## src/rtl/rv_pkg.sv

```systemverilog
// Shared RV32I decode constants and the decoded-instruction bundle that is
// carried by the decode pipeline register.
package rv_pkg;

  localparam logic [6:0] OPC_OP     = 7'b0110011;
  localparam logic [6:0] OPC_OP_IMM = 7'b0010011;
  localparam logic [6:0] OPC_LUI    = 7'b0110111;
  localparam logic [6:0] OPC_AUIPC  = 7'b0010111;
  localparam logic [6:0] OPC_LOAD   = 7'b0000011;
  localparam logic [6:0] OPC_STORE  = 7'b0100011;

  localparam logic [2:0] F3_ADD_SUB = 3'b000;
  localparam logic [2:0] F3_SRL_SRA = 3'b101;
  localparam logic [6:0] F7_BASE    = 7'h00;
  localparam logic [6:0] F7_ALT     = 7'h20;  // SUB / SRA

  // a_rs1 / b_rs2 / sd_rs2 mark fields sourced from the register file,
  // so a writeback during a stall can refresh them.
  typedef struct packed {
    logic [31:0] a;
    logic [31:0] b;
    logic [31:0] store_data;
    logic [2:0]  funct3;
    logic [6:0]  funct7;
    logic [4:0]  rd;
    logic [4:0]  rs1;
    logic [4:0]  rs2;
    logic        we;
    logic        is_load;
    logic        is_store;
    logic        illegal;
    logic        a_rs1;
    logic        b_rs2;
    logic        sd_rs2;
  } dec_t;

  function automatic logic [31:0] sext12(input logic [11:0] imm);
    return {{20{imm[11]}}, imm};
  endfunction

endpackage

```

## src/rtl/rv_regfile.sv

```systemverilog
// 32x32 integer register file: two asynchronous read ports, one write port,
// x0 reads as zero and ignores writes.
module rv_regfile (
  input  logic        clk,
  input  logic        rst_n,
  input  logic        we,
  input  logic [4:0]  waddr,
  input  logic [31:0] wdata,
  input  logic [4:0]  raddr1,
  input  logic [4:0]  raddr2,
  output logic [31:0] rdata1,
  output logic [31:0] rdata2
);

  logic [31:0] regs [32];

  always_ff @(posedge clk or negedge rst_n) begin
    if (!rst_n) begin
      for (int i = 0; i < 32; i++) regs[i] <= '0;
    end else if (we && waddr != 5'd0) begin
      regs[waddr] <= wdata;
    end
  end

  assign rdata1 = (raddr1 == 5'd0) ? '0 : regs[raddr1];
  assign rdata2 = (raddr2 == 5'd0) ? '0 : regs[raddr2];

endmodule

```

## src/rtl/rv_decode_stage.sv

```systemverilog
// RV32I decode stage: combinational decode plus operand read feeding one
// valid/ready pipeline register toward execute.
import rv_pkg::*;

module rv_decode_stage #(
  parameter bit BYPASS_EN = 1'b1
) (
  input  logic        clk,
  input  logic        rst_n,
  input  logic        in_valid,
  output logic        in_ready,
  input  logic [31:0] in_instr,
  input  logic [31:0] in_pc,
  input  logic        wb_en,
  input  logic [4:0]  wb_rd,
  input  logic [31:0] wb_data,
  input  logic        flush,
  output logic        out_valid,
  input  logic        out_ready,
  output logic [31:0] out_a,
  output logic [31:0] out_b,
  output logic [2:0]  out_funct3,
  output logic [6:0]  out_funct7,
  output logic [4:0]  out_rd,
  output logic        out_we,
  output logic        out_is_load,
  output logic        out_is_store,
  output logic [31:0] out_store_data,
  output logic        out_illegal
);

  logic [6:0]  opc;
  logic [4:0]  rs1_a, rs2_a;
  logic [31:0] rf1, rf2, rs1_v, rs2_v;
  logic        wb_live, accept;
  dec_t        dec, q;

  assign opc   = in_instr[6:0];
  assign rs1_a = in_instr[19:15];
  assign rs2_a = in_instr[24:20];

  rv_regfile u_rf (
    .clk    (clk),
    .rst_n  (rst_n),
    .we     (wb_en),
    .waddr  (wb_rd),
    .wdata  (wb_data),
    .raddr1 (rs1_a),
    .raddr2 (rs2_a),
    .rdata1 (rf1),
    .rdata2 (rf2)
  );

  assign wb_live = wb_en && (wb_rd != 5'd0);
  assign rs1_v   = (BYPASS_EN && wb_live && wb_rd == rs1_a) ? wb_data : rf1;
  assign rs2_v   = (BYPASS_EN && wb_live && wb_rd == rs2_a) ? wb_data : rf2;

  always_comb begin
    dec        = '0;
    dec.rs1    = rs1_a;
    dec.rs2    = rs2_a;
    dec.rd     = in_instr[11:7];
    dec.funct3 = F3_ADD_SUB;
    dec.funct7 = F7_BASE;
    if (in_instr[1:0] != 2'b11) begin
      dec.illegal = 1'b1;
    end else begin
      case (opc)
        OPC_OP: begin
          dec.a      = rs1_v;
          dec.b      = rs2_v;
          dec.funct3 = in_instr[14:12];
          dec.funct7 = in_instr[31:25];
          dec.we     = 1'b1;
          dec.a_rs1  = 1'b1;
          dec.b_rs2  = 1'b1;
        end
        OPC_OP_IMM: begin
          dec.a      = rs1_v;
          dec.b      = sext12(in_instr[31:20]);
          dec.funct3 = in_instr[14:12];
          // only SRAI carries the alternate encoding; imm bit 30 of ADDI is data
          dec.funct7 = (in_instr[14:12] == F3_SRL_SRA && in_instr[30]) ? F7_ALT : F7_BASE;
          dec.we     = 1'b1;
          dec.a_rs1  = 1'b1;
        end
        OPC_LUI: begin
          dec.b  = {in_instr[31:12], 12'b0};
          dec.we = 1'b1;
        end
        OPC_AUIPC: begin
          dec.a  = in_pc;
          dec.b  = {in_instr[31:12], 12'b0};
          dec.we = 1'b1;
        end
        OPC_LOAD: begin
          dec.a       = rs1_v;
          dec.b       = sext12(in_instr[31:20]);
          dec.is_load = 1'b1;
          dec.we      = 1'b1;
          dec.a_rs1   = 1'b1;
        end
        OPC_STORE: begin
          dec.a          = rs1_v;
          dec.b          = sext12({in_instr[31:25], in_instr[11:7]});
          dec.store_data = rs2_v;
          dec.is_store   = 1'b1;
          dec.a_rs1      = 1'b1;
          dec.sd_rs2     = 1'b1;
          dec.rd         = 5'd0;
        end
        default: dec.illegal = 1'b1;
      endcase
    end
    if (dec.illegal) dec.rd = 5'd0;
    if (dec.rd == 5'd0) dec.we = 1'b0;
  end

  assign in_ready = !flush && (!out_valid || out_ready);
  assign accept   = in_valid && in_ready;

  always_ff @(posedge clk or negedge rst_n) begin
    if (!rst_n) begin
      out_valid <= 1'b0;
      q         <= '0;
    end else if (flush) begin
      out_valid <= 1'b0;
    end else if (accept) begin
      out_valid <= 1'b1;
      q         <= dec;
    end else if (out_valid && out_ready) begin
      out_valid <= 1'b0;
    end else if (out_valid && wb_live) begin
      // stalled: keep register-sourced operands coherent with the regfile
      if (q.a_rs1  && wb_rd == q.rs1) q.a          <= wb_data;
      if (q.b_rs2  && wb_rd == q.rs2) q.b          <= wb_data;
      if (q.sd_rs2 && wb_rd == q.rs2) q.store_data <= wb_data;
    end
  end

  assign out_a          = q.a;
  assign out_b          = q.b;
  assign out_funct3     = q.funct3;
  assign out_funct7     = q.funct7;
  assign out_rd         = q.rd;
  assign out_we         = q.we;
  assign out_is_load    = q.is_load;
  assign out_is_store   = q.is_store;
  assign out_store_data = q.store_data;
  assign out_illegal    = q.illegal;

endmodule
```

## config.mk

```make
export PLATFORM = sky130hd
export DESIGN_NAME = rv_decode_stage
export DESIGN_NICKNAME = d
export VERILOG_FILES = /design/src/rtl/rv_pkg.sv /design/src/rtl/rv_regfile.sv /design/src/rtl/rv_decode_stage.sv
export SDC_FILE = /design/constraint.sdc
export NUM_CORES = 2
export LEC_CHECK = 0
export BUFFER_PORTS_ARGS = -buffer_cell sky130_fd_sc_hd__buf_2
export CAP_MARGIN = 10
export CORE_AREA = 3 3 421 340
export DETAILED_ROUTE_END_ITERATION = 7
export DIE_AREA = 0 0 424 343
export HOLD_SLACK_MARGIN = 0.15
export PLACE_DENSITY_LB_ADDON = 0.15
export SLEW_MARGIN = 20
export SYNTH_ARGS = -nofsm -noshare
export SYNTH_HDL_FRONTEND = slang
export SYNTH_HIERARCHICAL = 1
export SYNTH_SLANG_ARGS = --single-unit
```

## constraint.sdc

```tcl
create_clock -name clk -period 2.5 [get_ports clk]
set_input_delay 0.5 -clock clk [delete_from_list [all_inputs] [get_ports clk]]
set_output_delay 0.5 -clock clk [all_outputs]
set_load 0.01 [all_outputs]
```

# After elaboration in Yosys (flattened, before gate mapping)
# Cells that the tools add are included.
[totals] register_bits=1153 in_bits=107 output_inout_bits=117 elab_cells=142
[op_classes] order_cmp=4 n_eq_ne=13 n_mux=40 n_bitwise=4 n_reduce_logical=33
[op_table] cell="$bwmux W1024" count=1
[op_table] cell="$mux W32" count=13
[op_table] cell="$bmux W32 S5" count=2
[op_table] cell="$mux W96" count=3
[op_table] cell="$demux W32 S5" count=1
[op_table] cell="$pmux W32 S4" count=1
[op_table] cell="$mux W111" count=1
[op_table] cell="$pmux W32 S2" count=1
[op_table] cell="$eq A7 B6 Y1 const B" count=3
[op_table] cell="$eq A5 B5 Y1" count=4
[op_table] cell="$pmux W10 S2" count=1
[op_table] cell="$ge A6 B6 Y1 const B" count=3
[op_table] cell="$not A5 Y6" count=3
[op_table] cell="$logic_not A5 Y1" count=3
[op_table] cell="$eq A7 B5 Y1 const B" count=2
[op_table] cell="$logic_and A1 B1 Y1" count=12
[op_table] cell="$reduce_and A4 Y1" count=3
[op_table] cell="$mux W1" count=11
[op_table] cell="$mux W5" count=2
[op_table] cell="$reduce_bool A2 Y1" count=4
[op_table] cell="$eq A7 B2 Y1 const B" count=1
[op_table] cell="$lt A6 B1 Y1 const B" count=1
[op_table] cell="$mux W3" count=2
[op_table] cell="$mux W6" count=1
[op_table] cell="12 further kinds" count=15

# Logic depth before layout (Yosys ltp)
[depth] word_depth=11 ltp_mapped=12 mapped_depth_nobuf=7

# By module
# The synthesis kept the hierarchy.
[modules_own_cells] module="rv_regfile" instances=1 cells_each=3673 area_each_um2=54330.9 seq_area_each_um2=25624.6
[modules_own_cells] module="rv_decode_stage" instances=1 cells_each=908 area_each_um2=8251.7 seq_area_each_um2=3203.1

# Least setup slack after synthesis
# No wires, ideal clock.
[synth_path] path_kind="input to register" from="input in_instr[17]" to="register q (netlist bit out_a[19])" setup_ns=0.121 arrival_ns=2.468 required_ns=2.379 slack_ns=-0.089 stages=10 n_path_buf=3 path_cell_list="clkbuf_1 -> buf_2 -> clkbuf_1 -> mux4_2 -> a22o_1 -> a2111oi_0 -> nor3_1 -> o31ai_1 -> a21oi_1 -> o22a_1"
[synth_via] elab_chain_cells=9 word_cells_on_any_way=12 classes_between="1 x eq/ne; 8 x mux; 1 x bitwise; 2 x reduce/logical"
[synth_lines] element="start, declared" line_no="rv_decode_stage.sv:12" rtl="input logic [31:0] in_instr,"
[synth_lines] element="$not A5 Y6 (implied by the code)" line_no="rv_regfile.sv:25" rtl="assign rdata1 = (raddr1 == 5'd0) ? '0 : regs[raddr1];"
[synth_lines] element="$bmux W32 S5" line_no="rv_regfile.sv:25"
[synth_lines] element="$mux W32 (implied by the code) (2 in a row)" line_no="rv_regfile.sv:25"
[synth_lines] element="$mux W32 (*)" line_no="rv_regfile.sv:25"
[synth_lines] element="net rf1[19]" line_no="rv_decode_stage.sv:34" rtl="logic [31:0] rf1, rf2, rs1_v, rs2_v;"
[synth_lines] element="$mux W32 (*)" line_no="rv_decode_stage.sv:55" rtl="assign rs1_v = (BYPASS_EN && wb_live && wb_rd == rs1_a) ? wb_data : rf1;"
[synth_lines] element="$pmux W32 S2 (*)" line_no="rv_decode_stage.sv:68" rtl="case (opc)"
[synth_lines] element="$mux W111 (*)" line_no="rv_decode_stage.sv:65" rtl="if (in_instr[1:0] != 2'b11) begin"
[synth_lines] element="$mux W96 (*)" line_no="rv_decode_stage.sv:128" rtl="end else if (accept) begin"
[synth_lines] element="end, declared" line_no="rv_decode_stage.sv:36" rtl="dec_t dec, q;"
# Mark *: on every way through the listed nets, which the timed path passes. The rest lies on a longest branch. The select of a mux whose other input is x is not followed.
# A chain may end at the register's enable or synchronous reset.

# Worst setup path after layout
[layout_path] from="input in_instr[21]" to="register q (netlist bit out_b[8])"
[layout_via] elab_chain_cells=9 word_cells_on_any_way=12 classes_between="1 x eq/ne; 8 x mux; 1 x bitwise; 2 x reduce/logical"
[layout_lines] element="$not A5 Y6 (implied by the code)" line_no="rv_regfile.sv:26" rtl="assign rdata2 = (raddr2 == 5'd0) ? '0 : regs[raddr2];"
[layout_lines] element="$bmux W32 S5" line_no="rv_regfile.sv:26"
[layout_lines] element="$mux W32 (implied by the code) (2 in a row)" line_no="rv_regfile.sv:26"
[layout_lines] element="$mux W32 (*)" line_no="rv_regfile.sv:26"
[layout_lines] element="net rf2[8]" line_no="rv_decode_stage.sv:34"
[layout_lines] element="$mux W32 (*)" line_no="rv_decode_stage.sv:56" rtl="assign rs2_v = (BYPASS_EN && wb_live && wb_rd == rs2_a) ? wb_data : rf2;"
[layout_lines] element="$pmux W32 S4 (*)" line_no="rv_decode_stage.sv:68"
[layout_lines] element="$mux W111 (*)" line_no="rv_decode_stage.sv:65"
[layout_lines] element="$mux W96 (*)" line_no="rv_decode_stage.sv:128"
# Marked as above.

==> impl_metrics.csv <==
group,metric,value,unit
die,rows,123,
status,violations,"negative setup slack",
die,die_w,424,um
pwr,p_leak,33.05,nW
die,ioPinCount,224,
critical_path,cpPeakStageDelay,0.48,ns
synth,ys_seq_area_share,46.06,%
finish,area_growth,20.69,%
sta,slew_viol_final,0,
sta,hold_viol_final,0,
grt,grt_pass1_wl,353000,um
critical_path,r2r_end,"out_a[22]",
sta,period_minus_slack,2.505,ns
grt,grt-ovfl-total,0,
sta,setup_slack,-0.004642,ns
detailed_routing,via_count,46599,
grt,grt_max_degree,115,
clock_network,cts_setup_buffers,0,
critical_path,r2r_start,"u_rf/regs[22]",
synth,synth_cell_types,64,
critical_path,rr_worst_depth,8,
placed_design,hpwl,172400,um
clock_network,cts_buffer_depth,3,
sta,fin_crit_sh,100.2,%
critical_path,r2r_setup_slack,0.03,ns
grt,grt_pass1_vias,46004,
clock_network,cts_inserted_buffers,121,
critical_path,endpoint_kind,"flop",
synth,synthTopCellsByArea,"dfrtp_1, mux2_2, mux4_2, mux2i_1, clkbuf_1",
synth,synthAdderAreaFrac,0,%
die,die_area,145400,sq um
pwr,ir_drop,0.6349,mV
synth,synth_seq_cells,1152,
die,core,139700,sq um
sta,slew_headroom,33.25,%
hold_path,hold_end,"out_a[11]",
grt,antenna_found_initial,10,
synth,synth_area_per_cell,13.66,sq um
synth,synth_top_area_cell,"dfrtp_1",
hold_path,hp-class,"input pin to flop",
detailed_routing,drt-total-wl,248100,um
synth,syn_area,62580,sq um
detailed_routing,drc_errors,0,
detailed_routing,drt_iter0_markers,6222,
detailed_routing,wl_per_cell,35.35,um
run,maxCapViolCount,0,
finish,fin_util,54.05,%
die,die_y,343,um
critical_path,setup.worst_path.class,"input pin to flop",
synth,synth-edff-count,0,
critical_path,cp_data_required_time,3.12,ns
critical_path,cp_common_cell,"buf_12",
sta,setup_violations,1,
synth,yosysTopAreaCellShare,46.06,%
placed_design,place.gp.congestion,0.9410,
critical_path,critPathSlowestCell,"mux4_2",
synth,ys_warn_count,6,
synth,synth-compound-area-share,7.867,%
synth,synth-simple-area-share,3.127,%
finish,nNetsFinal,5137,
synth,synth_mux_area_share,37.50,%
clock_network,cts_tree,"done",
sta,worst_slew_pin_slew,1.001,ns
detailed_routing,viasPerCell,6.639,
sta,hold_ws,0.1954,ns
synth,syn_nets,4688,
clock_network,clock-root-buffer,"clkbuf_16",
clock_network,cts_sinks,1152,
finish,finalNonFillerCells,7019,
placed_design,pre_cts_ws,-1.030,ns
pwr,p_per_area,744.2,nW/um^2
sta,timing.fmax,399.3,MHz
synth,synth_top_family_by_area,"multiplexers",
synth,ys.flop_type,"dfrtp_1",
clock_network,clk_latency,0.77,ns
clock_network,path_clk_slew,0.07,ns
synth,synth_xor_area_share,0.2799,%
critical_path,arrival,3.12,ns
sta,finClkSkew,0.02575,ns
detailed_routing,dr.pass1.iters,5,
clock_network,h-tree-depth,3,
hold_path,hold_start,"in_pc[11]",
placed_design,dpl.cell_count,6724,
die,start_util,44.79,%
status,status,"complete, but fails checks",
critical_path,crit_path_max_fanout,21,
synth,syn_inst,4581,
critical_path,crit_path_cell_trace,"buf_8 -> buf_12 -> buf_12 -> mux4_2 -> nor2b_1 -> o32ai_1 -> buf_4 -> nor4_1 -> buf_12 -> mux2i_1 -> o211ai_1",
hold_path,hold_depth,3,
critical_path,start_kind,"input pin",
grt,grt_usage,33.79,%
sta,tns,-0.004642,ns
placed_design,port_buffers,223,
detailed_routing,ant_nets,0,
finish,drive_above_1_share,50.55,%
synth,synthArstFlopShare,100.0,%
sequential cells by signal, indices dropped and copies added (netlist names):
register	count
out_illegal	1
out_valid	1
out_a	32
u_rf/regs	1024
out_we	1
out_funct7	7
q	12
out_funct3	3
out_b	32
out_store_data	32
out_is_load	1
out_rd	5
out_is_store	1
how the worst max path moves through the flow:
| stage | slack (ns) | to | from | depth (start not counted) |
|---|---|---|---|---|
| after global placement | -1.33 | out_a[1] | in_instr[15] | 9 |
| after global routing | -0.04 | out_a[8] | u_rf/regs[168] | 8 |
| after detailed placement | -1.03 | out_a[1] | in_instr[15] | 9 |
| final | -0.005 | out_b[8] | in_instr[21] | 11 |
| after CTS | 0.009 | out_a[27] | in_instr[17] | 13 |
| after floorplan | 0.008 | out_a[19] | in_instr[15] | 9 |
layout make-up:
type,count,area [sq um]
Multi-Input combinational cell,2797,31020
Tap cell,1875,2346
Fill cell,11782,64210
Inverter,7,26.28
Timing Repair Buffer,951,9158
Clock inverter,46,442.9
Clock buffer,184,3697
Sequential cell,1152,28830
Antenna cell,7,17.52
Yosys cell counts (11+ instances only):
library cell     n
o22a_1          32
a221oi_1        30
o22ai_1         68
mux2i_1        321
nor2b_1         50
a22oi_1        122
nand3_1         42
buf_6           20
nor2_1          67
o31ai_1         34
xnor2_1         15
nor4_1          15
buf_2           92
dfrtp_1       1152
mux2_2        1021
a21oi_1         88
a211oi_1        28
buf_1           69
a31oi_1         43
nand2_1         90
buf_4          146
nand4_1         34
a221o_1         32
mux4_2         389
nor3_1          46
a22o_1          64
o211ai_1        11
clkbuf_1       294
o21ai_1         23
a2111oi_0       52
critical path: cells and delay by family:
family | cells | cell delay [ns]
simple gates | 2 | 0.24
mux | 2 | 0.72
buf+inv | 5 | 1.07
compound gates | 2 | 0.50
cells by family (layout without fill, tap and decap cells):
group / Yosys count / in the layout
multiplexers: 1731 / 1731
flip-flops: 1152 / 1152
AO/OA/AOI/OAI: 660 / 660
buffers and inverters: 632 / 1188
AND/OR/NAND/NOR: 386 / 386
XOR/XNOR: 20 / 20
other: 0 / 7
cell usage in the layout (no fill, tap or decap), drive strengths merged, types with 46 or more instances in the layout:
master	Yosys	final
a2111oi	60	60
a21oi	88	88
a22o	64	64
a22oi	122	122
buf	330	892
clkbuf	295	185
dfrtp	1152	1152
dlygate4sd3	0	58
mux2	1021	1021
mux2i	321	321
mux4	389	389
nand2	90	90
nor2	67	67
nor2b	50	50
nor3	46	46
o22ai	68	68
report_power, final:
| part | total (mW) | internal (mW) | switching, mW |
|---|---|---|---|
| clock | 18.9 | 10.8 | 8.08 |
| sequential | 24.8 | 22.0 | 2.77 |
| combinational | 12.6 | 7.08 | 5.48 |
metal layers:
| metal | up-vias | track usage (%) | routed length, um |
|---|---|---|---|
| met4 | 4 | 13.37 | 11130 |
| li1 | 18536 | - | - |
| met3 | 534 | 9.825 | 27880 |
| met5 | - | 0 | 29 |
| met1 | 24756 | 48.88 | 104900 |
| met2 | 2769 | 47.70 | 104100 |
repair_timing:
| action | 4_1_cts | 5_1_grt |
|---|---|---|
| resized for setup | 12 | 29 |
| endpoints found under the setup margin | 9 | 23 |
| hold endpoints to repair | 421 | 0 |
| hold buffers | 58 | 0 |
stage by stage:
step	instance area, sq um	power [mW]
floorplan	62620	32.10
global placement	70590	36.83
detailed placement	70600	37.18
CTS	75350	56.11
global route	75520	58.28
finish	75530	56.21
Note: power is estimated with default switching activity, not from simulation.
